## src/rtl/ascii_to_ps2_tx.sv

```systemverilog
// ascii_to_ps2_tx
//   Keyboard-side PS/2 emulator. It accepts one ASCII character per
//   valid/ready handshake and maps it to a set-2 make code plus a shift flag.
//   It then sends the make/break byte sequence as device-to-host PS/2 frames.
// Ports:
//   clk          system clock, rising edge
//   resetn       synchronous active-low reset
//   ascii_in     character to send
//   ascii_valid  ascii_in valid
//   ascii_ready  high only while idle; transfer on valid & ready at clk edge
//   ps2_clk_o    generated PS/2 clock, idles high
//   ps2_dat_o    PS/2 data, idles high
//   busy         high from the cycle after acceptance until idle again
//   unmapped     one-cycle pulse when the accepted character has no mapping
module ascii_to_ps2_tx #(
   parameter int unsigned HALF_PERIOD = 2500,
   parameter int unsigned BYTE_GAP    = 5000
) (
   input  logic       clk,
   input  logic       resetn,
   input  logic [7:0] ascii_in,
   input  logic       ascii_valid,
   output logic       ascii_ready,
   output logic       ps2_clk_o,
   output logic       ps2_dat_o,
   output logic       busy,
   output logic       unmapped
);

   localparam int unsigned HW = (HALF_PERIOD > 1) ? $clog2(HALF_PERIOD) : 1;
   localparam int unsigned GW = (BYTE_GAP > 1) ? $clog2(BYTE_GAP) : 1;
   localparam logic [HW-1:0] HALF_LAST = HW'(HALF_PERIOD - 1);
   localparam logic [GW-1:0] GAP_LAST  = GW'(BYTE_GAP - 1);

   typedef enum logic [1:0] {IDLE, LOAD, FRAME, GAP} state_t;

   state_t        state_q, state_d;
   logic [7:0]    code_q, code_d;
   logic          shift_q, shift_d;
   logic          map_ok_q, map_ok_d;
   logic [2:0]    byte_idx_q, byte_idx_d;
   logic [3:0]    bit_idx_q, bit_idx_d;
   logic [HW-1:0] half_cnt_q, half_cnt_d;
   logic          phase_q, phase_d;      // 0: clock high half, 1: clock low half
   logic [GW-1:0] gap_cnt_q, gap_cnt_d;
   logic          ready_q, ready_d;
   logic          busy_q, busy_d;
   logic          unmapped_q, unmapped_d;
   logic          ps2_clk_q, ps2_clk_d;
   logic          ps2_dat_q, ps2_dat_d;

   logic          handshake;
   logic [9:0]    lut;
   logic [7:0]    cur_byte;
   logic [2:0]    last_byte;
   logic [2:0]    data_sel;
   logic          bit_val;

   function automatic logic [7:0] letter_code(input logic [7:0] c);
      logic [7:0] r;
      case (c)
         8'h61: r = 8'h1C;  8'h62: r = 8'h32;  8'h63: r = 8'h21;  8'h64: r = 8'h23;
         8'h65: r = 8'h24;  8'h66: r = 8'h2B;  8'h67: r = 8'h34;  8'h68: r = 8'h33;
         8'h69: r = 8'h43;  8'h6A: r = 8'h3B;  8'h6B: r = 8'h42;  8'h6C: r = 8'h4B;
         8'h6D: r = 8'h3A;  8'h6E: r = 8'h31;  8'h6F: r = 8'h44;  8'h70: r = 8'h4D;
         8'h71: r = 8'h15;  8'h72: r = 8'h2D;  8'h73: r = 8'h1B;  8'h74: r = 8'h2C;
         8'h75: r = 8'h3C;  8'h76: r = 8'h2A;  8'h77: r = 8'h1D;  8'h78: r = 8'h22;
         8'h79: r = 8'h35;  default: r = 8'h1A;
      endcase
      return r;
   endfunction

   function automatic logic [7:0] digit_code(input logic [7:0] c);
      logic [7:0] r;
      case (c)
         8'h30: r = 8'h45;  8'h31: r = 8'h16;  8'h32: r = 8'h1E;  8'h33: r = 8'h26;
         8'h34: r = 8'h25;  8'h35: r = 8'h2E;  8'h36: r = 8'h36;  8'h37: r = 8'h3D;
         8'h38: r = 8'h3E;  default: r = 8'h46;
      endcase
      return r;
   endfunction

   // Result is {mapped, shift, code}.
   function automatic logic [9:0] lookup(input logic [7:0] c);
      logic [9:0] r;
      r = '0;
      if (c >= 8'h61 && c <= 8'h7A)      r = {2'b10, letter_code(c)};
      else if (c >= 8'h41 && c <= 8'h5A) r = {2'b11, letter_code(c | 8'h20)};
      else if (c >= 8'h30 && c <= 8'h39) r = {2'b10, digit_code(c)};
      else begin
         case (c)
            8'h29: r = {2'b11, 8'h45};  8'h21: r = {2'b11, 8'h16};  8'h40: r = {2'b11, 8'h1E};
            8'h23: r = {2'b11, 8'h26};  8'h24: r = {2'b11, 8'h25};  8'h25: r = {2'b11, 8'h2E};
            8'h5E: r = {2'b11, 8'h36};  8'h26: r = {2'b11, 8'h3D};  8'h2A: r = {2'b11, 8'h3E};
            8'h28: r = {2'b11, 8'h46};
            8'h60: r = {2'b10, 8'h0E};  8'h2D: r = {2'b10, 8'h4E};  8'h3D: r = {2'b10, 8'h55};
            8'h5B: r = {2'b10, 8'h54};  8'h5D: r = {2'b10, 8'h5B};  8'h5C: r = {2'b10, 8'h5D};
            8'h3B: r = {2'b10, 8'h4C};  8'h27: r = {2'b10, 8'h52};  8'h2C: r = {2'b10, 8'h41};
            8'h2E: r = {2'b10, 8'h49};  8'h2F: r = {2'b10, 8'h4A};
            8'h7E: r = {2'b11, 8'h0E};  8'h5F: r = {2'b11, 8'h4E};  8'h2B: r = {2'b11, 8'h55};
            8'h7B: r = {2'b11, 8'h54};  8'h7D: r = {2'b11, 8'h5B};  8'h7C: r = {2'b11, 8'h5D};
            8'h3A: r = {2'b11, 8'h4C};  8'h22: r = {2'b11, 8'h52};  8'h3C: r = {2'b11, 8'h41};
            8'h3E: r = {2'b11, 8'h49};  8'h3F: r = {2'b11, 8'h4A};
            8'h20: r = {2'b10, 8'h29};  8'h0A: r = {2'b10, 8'h5A};  8'h08: r = {2'b10, 8'h66};
            8'h09: r = {2'b10, 8'h0D};  8'h11: r = {2'b10, 8'h75};  8'h12: r = {2'b10, 8'h6B};
            8'h13: r = {2'b10, 8'h72};  8'h14: r = {2'b10, 8'h74};  8'h0D: r = {2'b10, 8'h6C};
            8'h02: r = {2'b10, 8'h7D};  8'h03: r = {2'b10, 8'h7A};  8'h17: r = {2'b10, 8'h69};
            8'h7F: r = {2'b10, 8'h71};  8'h1A: r = {2'b10, 8'h70};
            default: r = '0;
         endcase
      end
      return r;
   endfunction

   // ready_q is high only while the FSM idles, so valid & ready implies IDLE.
   assign handshake = ascii_valid & ready_q;

   // Byte currently being framed: unshifted {code,F0,code}, shifted {12,code,F0,code,F0,12}.
   always_comb begin
      cur_byte  = code_q;
      last_byte = shift_q ? 3'd5 : 3'd2;
      if (shift_q) begin
         case (byte_idx_q)
            3'd0:    cur_byte = 8'h12;
            3'd2:    cur_byte = 8'hF0;
            3'd4:    cur_byte = 8'hF0;
            3'd5:    cur_byte = 8'h12;
            default: cur_byte = code_q;
         endcase
      end else if (byte_idx_q == 3'd1) begin
         cur_byte = 8'hF0;
      end
      data_sel = 3'(bit_idx_q - 4'd1);
      case (bit_idx_q)
         4'd0:    bit_val = 1'b0;
         4'd9:    bit_val = ~^cur_byte;
         4'd10:   bit_val = 1'b1;
         default: bit_val = cur_byte[data_sel];
      endcase
   end

   always_comb begin
      state_d    = state_q;
      code_d     = code_q;
      shift_d    = shift_q;
      map_ok_d   = map_ok_q;
      byte_idx_d = byte_idx_q;
      bit_idx_d  = bit_idx_q;
      half_cnt_d = half_cnt_q;
      phase_d    = phase_q;
      gap_cnt_d  = gap_cnt_q;
      unmapped_d = 1'b0;
      lut        = lookup(ascii_in);
      case (state_q)
         IDLE: begin
            if (handshake) begin
               state_d = LOAD;
               {map_ok_d, shift_d, code_d} = lut;
            end
         end
         LOAD: begin
            if (!map_ok_q) begin
               unmapped_d = 1'b1;
               state_d    = IDLE;
            end else begin
               state_d    = FRAME;
               byte_idx_d = '0;
               bit_idx_d  = '0;
               half_cnt_d = '0;
               phase_d    = 1'b0;
            end
         end
         FRAME: begin
            if (half_cnt_q == HALF_LAST) begin
               half_cnt_d = '0;
               phase_d    = ~phase_q;
               if (phase_q) begin
                  if (bit_idx_q == 4'd10) begin
                     bit_idx_d = '0;
                     if (byte_idx_q == last_byte) begin
                        state_d = IDLE;
                     end else begin
                        state_d   = GAP;
                        gap_cnt_d = '0;
                     end
                  end else begin
                     bit_idx_d = bit_idx_q + 4'd1;
                  end
               end
            end else begin
               half_cnt_d = half_cnt_q + HW'(1);
            end
         end
         GAP: begin
            if (gap_cnt_q == GAP_LAST) begin
               state_d    = FRAME;
               byte_idx_d = byte_idx_q + 3'd1;
               half_cnt_d = '0;
               phase_d    = 1'b0;
            end else begin
               gap_cnt_d = gap_cnt_q + GW'(1);
            end
         end
         default: state_d = IDLE;
      endcase
      // All outputs are registered from the current state, so they trail the
      // FSM by one cycle: start bit two edges after acceptance, and ready
      // stays low for LOAD plus one cycle on the unmapped path.
      ready_d   = (state_q == IDLE) && !handshake;
      busy_d    = ~ready_d;
      ps2_clk_d = ~((state_q == FRAME) && phase_q);
      ps2_dat_d = (state_q == FRAME) ? bit_val : 1'b1;
   end

   always_ff @(posedge clk) begin
      if (!resetn) begin
         state_q    <= IDLE;
         code_q     <= '0;
         shift_q    <= 1'b0;
         map_ok_q   <= 1'b0;
         byte_idx_q <= '0;
         bit_idx_q  <= '0;
         half_cnt_q <= '0;
         phase_q    <= 1'b0;
         gap_cnt_q  <= '0;
         ready_q    <= 1'b1;
         busy_q     <= 1'b0;
         unmapped_q <= 1'b0;
         ps2_clk_q  <= 1'b1;
         ps2_dat_q  <= 1'b1;
      end else begin
         state_q    <= state_d;
         code_q     <= code_d;
         shift_q    <= shift_d;
         map_ok_q   <= map_ok_d;
         byte_idx_q <= byte_idx_d;
         bit_idx_q  <= bit_idx_d;
         half_cnt_q <= half_cnt_d;
         phase_q    <= phase_d;
         gap_cnt_q  <= gap_cnt_d;
         ready_q    <= ready_d;
         busy_q     <= busy_d;
         unmapped_q <= unmapped_d;
         ps2_clk_q  <= ps2_clk_d;
         ps2_dat_q  <= ps2_dat_d;
      end
   end

   assign ascii_ready = ready_q;
   assign busy        = busy_q;
   assign unmapped    = unmapped_q;
   assign ps2_clk_o   = ps2_clk_q;
   assign ps2_dat_o   = ps2_dat_q;

endmodule

```

## config.mk

```make
export PLATFORM = sky130hd
export DESIGN_NAME = ascii_to_ps2_tx
export DESIGN_NICKNAME = d
export VERILOG_FILES = /design/src/rtl/ascii_to_ps2_tx.sv
export SDC_FILE = /design/constraint.sdc
export NUM_CORES = 1
export LEC_CHECK = 0
export BUFFER_PORTS_ARGS = -buffer_cell sky130_fd_sc_hd__buf_2
export CAP_MARGIN = 15
export CORE_UTILIZATION = 60
export DETAILED_ROUTE_END_ITERATION = 8
export PLACE_DENSITY = 0.8
export SYNTH_ARGS = -nofsm -noshare
export SYNTH_HDL_FRONTEND = slang
export SYNTH_SLANG_ARGS = --single-unit
```

## constraint.sdc

```tcl
create_clock -name clk -period 3.12 [get_ports clk]
set_input_delay 0.624 -clock clk [delete_from_list [all_inputs] [get_ports clk]]
set_output_delay 0.624 -clock clk [all_outputs]
set_load 0.01 [all_outputs]
```

==> impl_results.rst, run 1 <==
.. list-table::
   :header-rows: 1

   * - Metric
     - Value
   * - Outcome
     - completed
   * - Parity-gate share of the synthesized area counting xor and xnor cells
     - 0.0512
   * - Chip Height
     - 89.8 um
   * - Drt first pass iters
     - 5
   * - Number of antenna violations at the first check in global routing
     - 0
   * - Post-route antenna net violation count
     - 0
   * - Most common library cell in the layout ignoring fill and taps
     - sky130_fd_sc_hd__nor2_1
   * - Final worst-path setup slack
     - 0.429 ns
   * - Number of gates given a new drive strength after cts
     - 0
   * - Synth Area in Simple Gates
     - 0.294
   * - Total count of max-transition violations in the final report
     - 0
   * - Share of the clock period used by the worst path
     - 0.862
   * - Global route overflow
     - 0
   * - Effective utilization at floorplan
     - 0.627
   * - Number of remaining DRC errors
     - 0
   * - Primary FF master, synth
     - sky130_fd_sc_hd__dfxtp_1
   * - Fraction of registers with async set/reset
     - 0
   * - Worst reg2reg path startpoint
     - state_q[0]
   * - Crit path launch type
     - input pin
   * - Endpoint type of the worst setup path
     - register
   * - Dominant combinational cell family by area after synthesis
     - compound AO/OA/AOI/OAI gates
   * - Headroom to the max-slew limit
     - 0.559
   * - Required time at the worst-slack endpoint
     - 3.35 ns
   * - Clock Tree Buf Depth
     - 2
   * - Total wire length after detailed routing
     - 13600 um
   * - Area inside the core boundary
     - 7370 sq um
   * - Die boundary width
     - 89.8 um
   * - Hold violation count in the final report
     - 0
   * - Setup CP Type
     - input pin to register
   * - Count of final setup violators
     - 0
   * - CTS tree
     - yes
   * - Final Util
     - 0.673
   * - Clock-pin slew of the registers on the worst-case setup and hold paths
     - 0.09 ns
   * - Count of vias placed by the detailed router
     - 5017
   * - Count of warnings emitted by yosys
     - 0
   * - TritonCTS sink count
     - 49
   * - First-pass GRT wire length
     - 22400 um
   * - Cell area after synthesis
     - 4620 sq um
   * - Number of enable flip-flop cells after synthesis
     - 0
   * - IO Port Bufs
     - 15
   * - Last weighted congestion value of the routability-driven placer
     - 1.05
   * - HPWL after detailed placement
     - 9960 um
   * - Setup fix buffers added after clock tree synthesis
     - 0
   * - Clock buffers created by TritonCTS
     - 5
   * - Post-synthesis mux area share
     - 0.0206
   * - Fraction of final layout cells with drive strength greater than 1
     - 0.144
   * - Startpoint of the worst hold path
     - gap_cnt_q[1]
   * - Number of global-route vias before repair
     - 4553
   * - Overall track demand over capacity in global routing
     - 0.338
   * - Number of ports placed on the die boundary
     - 16
   * - Highest Clock Rate
     - 372 MHz
   * - Number of storage elements in the synthesis netlist
     - 49
   * - Area share of fa/ha/maj cells after synthesis
     - 0.0487
   * - Root buffer cell
     - sky130_fd_sc_hd__clkbuf_8
   * - Via-per-instance ratio
     - 6.81
   * - Diodes inserted
     - 0
   * - Worst-path fanout max
     - 20
   * - LEAKAGE
     - 1.78 nW
   * - Largest net degree at the start of global routing
     - 48
   * - Net count of the mapped netlist
     - 654
   * - Number of distinct standard cells referenced by the synthesized netlist
     - 85
   * - Total of max-cap violations
     - 0
   * - Routed WL per cell
     - 18.4 um
   * - Post-layout minimum cycle time
     - 2.69 ns
   * - Pin slew with the least headroom to its limit
     - 0.658 ns
   * - Mean instance size in the synthesized netlist
     - 7.40 sq um
   * - Max H-tree Level
     - 2
   * - Sequential-to-total area share from yosys stat
     - 0.212
   * - Initial DRC Count
     - 482
   * - Clock insertion delay at the later pin of the skew report
     - 0.32 ns
   * - Area Overhead vs Synth
     - 7.28%
   * - First element of the critical path
     - ascii_in[1]
   * - Area fraction in compound gates after synthesis
     - 0.308
   * - Fin nets
     - 666
   * - Total Negative Setup Slacks
     - 0 ns
   * - Post-placement worst setup slack
     - 0.211 ns
   * - Worst hold-check path type
     - register to register
   * - Worst vdd rail ir drop
     - 199 uV
   * - Most used cells in the layout excluding fill and tap cells
     - sky130_fd_sc_hd__nor2_1 (59), sky130_fd_sc_hd__a21oi_1 (54), sky130_fd_sc_hd__dfxtp_1 (49)
   * - RSZ-0062 raised after global routing
     - false
   * - Crit path DAT
     - 2.92 ns
   * - CTS Hold Buffers Added
     - 0
   * - Power Dens Cells
     - 302 nW/um^2
   * - Synthesized netlist cell count
     - 625
   * - Final setup skew
     - 0.0128 ns
   * - Die area
     - 8060 sq um
   * - Row cnt
     - 31
Yosys cell counts (4+ instances only):
library cell | number | area [sq um]
sky130_fd_sc_hd__a2111oi_0 | 5 | 43.8
sky130_fd_sc_hd__nand3_1 | 36 | 180
sky130_fd_sc_hd__o211ai_1 | 9 | 67.6
sky130_fd_sc_hd__nor4_1 | 6 | 37.5
sky130_fd_sc_hd__o221ai_1 | 6 | 52.6
sky130_fd_sc_hd__nand2_1 | 46 | 173
sky130_fd_sc_hd__or2_2 | 6 | 37.5
sky130_fd_sc_hd__a221oi_1 | 4 | 35.0
sky130_fd_sc_hd__o311ai_0 | 4 | 35.0
sky130_fd_sc_hd__dfxtp_1 | 49 | 981
sky130_fd_sc_hd__buf_6 | 4 | 45.0
sky130_fd_sc_hd__nor3_1 | 24 | 120
sky130_fd_sc_hd__and3_1 | 6 | 37.5
sky130_fd_sc_hd__inv_1 | 15 | 56.3
sky130_fd_sc_hd__o21a_1 | 5 | 37.5
sky130_fd_sc_hd__ha_1 | 18 | 225
sky130_fd_sc_hd__and2_1 | 4 | 25.0
sky130_fd_sc_hd__mux2_2 | 4 | 45.0
sky130_fd_sc_hd__xnor2_1 | 10 | 87.6
sky130_fd_sc_hd__xor2_1 | 17 | 149
sky130_fd_sc_hd__nand3b_1 | 6 | 45.0
sky130_fd_sc_hd__o211a_1 | 4 | 40.0
sky130_fd_sc_hd__clkbuf_1 | 15 | 56.3
sky130_fd_sc_hd__buf_1 | 4 | 15.0
sky130_fd_sc_hd__or3_1 | 5 | 31.3
sky130_fd_sc_hd__nor2b_1 | 9 | 56.3
sky130_fd_sc_hd__buf_2 | 20 | 100
sky130_fd_sc_hd__mux2i_1 | 5 | 50.1
sky130_fd_sc_hd__a21oi_1 | 54 | 270
sky130_fd_sc_hd__o21ai_0 | 39 | 195
sky130_fd_sc_hd__o22ai_1 | 10 | 62.6
sky130_fd_sc_hd__nand2b_1 | 20 | 125
sky130_fd_sc_hd__nand4_1 | 7 | 43.8
sky130_fd_sc_hd__a211oi_1 | 6 | 45.0
sky130_fd_sc_hd__nor2_1 | 59 | 221
sky130_fd_sc_hd__a31oi_1 | 7 | 43.8
per-stage QoR:
stage               power, mW  std cells  hold slack, ns  instance area, sq um
global route             1.56        737           0.504                  4960
finish                   1.50        737           0.478                  4960
floorplan               0.970        625           0.423                  4620
global placement         1.09        729           0.449                  4870
detailed placement       1.09        729           0.461                  4870
CTS                      1.49        737           0.483                  4960
layer usage:
layer	routed length, um	share of wire	up-vias	track usage
met2	6160	0.45	270	0.536
met3	1080	0.080	46	0.0491
met4	509	0.038	0	0.157
met1	5810	0.43	2341	0.451
met5	0	0	-	0
li1	-	-	2360	-
registers in the layout (all words and copies together) (netlist names), 2 cells and up:
register    count
bit_idx_q       4
code_q          7
byte_idx_q      3
state_q         2
half_cnt_q     12
gap_cnt_q      13
cell families (layout without fill, tap and decap cells):
family | count (synthesis) | in the layout
buf+inv | 63 | 76
simple gates | 256 | 256
xor+xnor | 27 | 27
fa+ha+maj | 18 | 18
flops | 49 | 49
mux | 9 | 9
compound gates | 203 | 203
worst max-delay path: stages:
cell and delay, ns:
sky130_fd_sc_hd__buf_2 0.09, sky130_fd_sc_hd__buf_4 0.24, sky130_fd_sc_hd__ha_1 0.36, sky130_fd_sc_hd__nor2b_1 0.50
sky130_fd_sc_hd__nor3_1 0.10, sky130_fd_sc_hd__a211oi_1 0.39, sky130_fd_sc_hd__o211ai_1 0.21, sky130_fd_sc_hd__o221a_2 0.18
sky130_fd_sc_hd__o31ai_1 0.22
where the power goes:
group	internal, mW	switching, mW
Sequential	0.640	0.0173
Combinational	0.167	0.268
Clock	0.164	0.241
Total	0.971	0.526
layout make-up:
type | count | area (sq um)
Multi-Input combinational cell | 513 | 3340
Tap cell | 99 | 124
Sequential cell | 49 | 981
Clock buffer | 5 | 68.8
Inverter | 17 | 63.8
Fill cell | 656 | 2410
Timing Repair Buffer | 51 | 358
Clock inverter | 3 | 25.0
path summary, 6_finish.rpt:
check	endpoint	slack, ns	cells past startpoint
max	code_q[1]	0.43	9
min	gap_cnt_q[1]	0.48	2
max reg2reg	gap_cnt_q[6]	0.74	6
min reg2reg	gap_cnt_q[1]	0.48	2
Note: power is estimated with default switching activity, not from simulation.
==> inputs of run 2 (changes only) <==
--- a/config.mk
+++ b/config.mk
@@ -7,6 +7,7 @@
 export LEC_CHECK = 0
 export BUFFER_PORTS_ARGS = -buffer_cell sky130_fd_sc_hd__buf_2
 export CAP_MARGIN = 15
+export CORE_ASPECT_RATIO = 2
 export CORE_UTILIZATION = 60
 export DETAILED_ROUTE_END_ITERATION = 8
 export PLACE_DENSITY = 0.8
==> run 2 against run 1 <==
Against the previous run: the run now ends with DRC left; worst hold slack improved by 0.0085 ns; critical path depth unchanged; register-to-register slack got worse by 0.02 ns; worst setup slack improved by 0.032 ns; flip-flop and latch count unchanged; combinational power increased by 8.3%; clock skew decreased by 0.0054 ns; critical path type unchanged; largest cell class unchanged.
==> impl_results.rst, run 2 (synthesis results as in run 1) <==
.. list-table::
   :header-rows: 1

   * - Metric
     - Value
   * - Clock Tree Buf Depth
     - 2 (unchanged)
   * - Setup fix buffers added after clock tree synthesis
     - 0 (unchanged)
   * - Reg-to-Reg End
     - gap_cnt_q[12]
   * - Worst vdd rail ir drop
     - 210 uV (+5.5%)
   * - Number of ports placed on the die boundary
     - 16 (unchanged)
   * - Worst hold-check path type
     - register to register
   * - Cell area after placement
     - 5010 sq um (+2.9%)
   * - Endpoint type of the worst setup path
     - register
   * - HPWL after detailed placement
     - 12200 um (+23%)
   * - Last weighted congestion value of the routability-driven placer
     - 1.07 (+2.3%)
   * - Clock-pin slew of the registers on the worst-case setup and hold paths
     - 0.07 ns (-0.02 ns)
   * - First-pass GRT wire length
     - 25600 um (+15%)
   * - Power Dens Cells
     - 326 nW/um^2 (+8.2%)
   * - Most used cells in the layout excluding fill and tap cells
     - sky130_fd_sc_hd__nor2_1 (59), sky130_fd_sc_hd__a21oi_1 (54), sky130_fd_sc_hd__buf_4 (52)
   * - Required time at the worst-slack endpoint
     - 3.32 ns (-0.03 ns)
   * - Hold Path End
     - ps2_clk_o
   * - Number of antenna violations at the first check in global routing
     - 0 (unchanged)
   * - Row cnt
     - 45 (+45%)
   * - Clock insertion delay at the later pin of the skew report
     - 0.30 ns (-0.02 ns)
   * - Chip Height
     - 126 um (+40%)
   * - Worst reg2reg path startpoint
     - state_q[0]
   * - Startpoint of the worst hold path
     - phase_q
   * - IO Port Bufs
     - 15 (unchanged)
   * - Highest Clock Rate
     - 376 MHz (+1.2%)
   * - Registers with the most flip-flops
     - gap_cnt_q: 13 flops, half_cnt_q: 12 flops, code_q: 7 flops
   * - Delay of the slowest critical-path stage
     - 0.52 ns (+0.02 ns)
   * - Final worst-path setup slack
     - 0.462 ns (+0.0324 ns)
   * - Crit path DAT
     - 2.86 ns (-0.06 ns)
   * - Crit path launch type
     - input pin
   * - Die area
     - 8080 sq um (+0.26%)
   * - CP Cell Sequence
     - buf_2, inv_1, ha_1, or4bb_1, o221ai_1, nor2_1, and3_4, or4_1, o21a_1
   * - Sum of internal, switching and leakage power
     - 1.68 mW (+12%)
   * - Worst-path fanout max
     - 11 (-45%)
   * - Max stage delay cell, worst path
     - sky130_fd_sc_hd__or4_1
   * - Headroom to the max-slew limit
     - 0.541 (-0.0182)
   * - Die boundary width
     - 64.1 um (-29%)
   * - CTS Hold Buffers Added
     - 0 (unchanged)
   * - Total wire length after detailed routing
     - 16200 um (+20%)
   * - Area inside the core boundary
     - 7540 sq um (+2.4%)
   * - Largest net degree at the start of global routing
     - 34 (-29%)
   * - Number of gates given a new drive strength after cts
     - 0 (unchanged)
   * - Post-placement worst setup slack
     - 0.203 ns (-0.00840 ns)
   * - Total count of max-transition violations in the final report
     - 0 (unchanged)
   * - TritonCTS sink count
     - 49 (unchanged)
   * - Drt first pass iters
     - 7 (+2)
   * - Worst setup slack for register-to-register paths
     - 0.72 ns (-0.02 ns)
   * - Final setup skew
     - 0.00738 ns (-0.00543 ns)
   * - Max H-tree Level
     - 2 (unchanged)
   * - RSZ-0062 raised after global routing
     - false
   * - Pin slew with the least headroom to its limit
     - 0.685 ns (+0.0271 ns)
   * - Violations in the final reports
     - DRC
   * - Worst hold path depth
     - 1 (-1)
   * - Share of the clock period used by the worst path
     - 0.852 (-0.0104)
   * - Hold violation count in the final report
     - 0 (unchanged)
   * - Post-route antenna net violation count
     - 0 (unchanged)
   * - Diodes inserted
     - 0 (unchanged)
   * - Outcome
     - finished with violations
   * - Via-per-instance ratio
     - 6.86 (+0.79%)
   * - Max reg flops
     - 13 (unchanged)
   * - Count of final setup violators
     - 0 (unchanged)
   * - Root buffer cell
     - sky130_fd_sc_hd__clkbuf_16
   * - Effective utilization at floorplan
     - 0.613 (-0.0146)
   * - Most common library cell in the layout ignoring fill and taps
     - sky130_fd_sc_hd__nor2_1
   * - Setup CP Type
     - input pin to register
   * - Routed WL per cell
     - 21.6 um (+17%)
   * - LEAKAGE
     - 1.90 nW (+6.6%)
   * - Number of remaining DRC errors
     - 2 (+2)
   * - Fraction of final layout cells with drive strength greater than 1
     - 0.166 (+0.0220)
   * - Count of vias placed by the detailed router
     - 5146 (+2.6%)
   * - Number of cells traversed by the worst register-to-register path
     - 7 (+1)
   * - Global route overflow
     - 0 (unchanged)
   * - Area Overhead vs Synth
     - 11.4%
   * - Number of global-route vias before repair
     - 5179 (+14%)
   * - Overall track demand over capacity in global routing
     - 0.416 (+0.0781)
   * - Clock buffers created by TritonCTS
     - 5 (unchanged)
   * - Final std cell area, no fill
     - 5150 sq um (+3.8%)
   * - Register with the highest flop count
     - gap_cnt_q
   * - Total of max-cap violations
     - 0 (unchanged)
   * - Post-layout minimum cycle time
     - 2.66 ns (-0.0324 ns)
   * - Total Negative Setup Slacks
     - 0 ns (unchanged)
   * - Initial DRC Count
     - 447 (-7.3%)
   * - CTS tree
     - yes
   * - Fin nets
     - 684 (+2.7%)
[run 2: worst max path at each step]
stage | startpoint | end | slack (ns) | cells past startpoint
6_report | ascii_in[1] | code_q[4] | 0.46 | 9
5_1_grt | ascii_in[1] | code_q[6] | 0.31 | 10
4_1_cts | ascii_in[1] | code_q[4] | 0.51 | 9
3_5_place_dp | ascii_in[1] | code_q[4] | 0.20 | 9
3_3_place_gp | ascii_in[1] | code_q[6] | 0.29 | 10
2_1_floorplan | ascii_in[1] | map_ok_q | 0.42 | 10
[run 2: power breakdown]
group	internal (mW)	leakage, nW	switching, mW
clock network	0.299	0.0712	0.250
logic	0.182	1.43	0.289
registers	0.641	0.397	0.0203
total	1.12	1.90	0.560
[run 2: area by class of cell]
type	count	area (sq um)
clock buffers	6	129
clock inverters	2	13.8
fillers	683	2390
inverters	17	63.8
multi-input cells	513	3340
flip-flops and latches	49	981
well taps	94	118
repair buffers	69	505
[run 2: routing by layer]
metal / GRT usage / share of wire / routed length, um / vias up
met5: 0 / 0 / 0 / -
met3: 0.0716 / 0.050 / 818 / 124
met1: 0.351 / 0.31 / 5070 / 2368
met4: 0.445 / 0.12 / 1890 / 0
met2: 0.753 / 0.52 / 8430 / 275
li1: - / - / - / 2379
[run 2: metrics by stage]
stage / utilization / std cells / hold WS [ns]
CTS: 0.683 / 750 / 0.491
global route: 0.683 / 750 / 0.493
finish: 0.683 / 750 / 0.486
detailed placement: 0.664 / 742 / 0.467
floorplan: - / 625 / 0.423
global placement: 0.664 / 742 / 0.456
[run 2: critical path, delay by kind of cell]
kind / cells / cell delay (ns)
buf+inv: 2 / 0.23
fa+ha+maj: 1 / 0.44
compound gates: 2 / 0.30
simple gates: 4 / 1.25
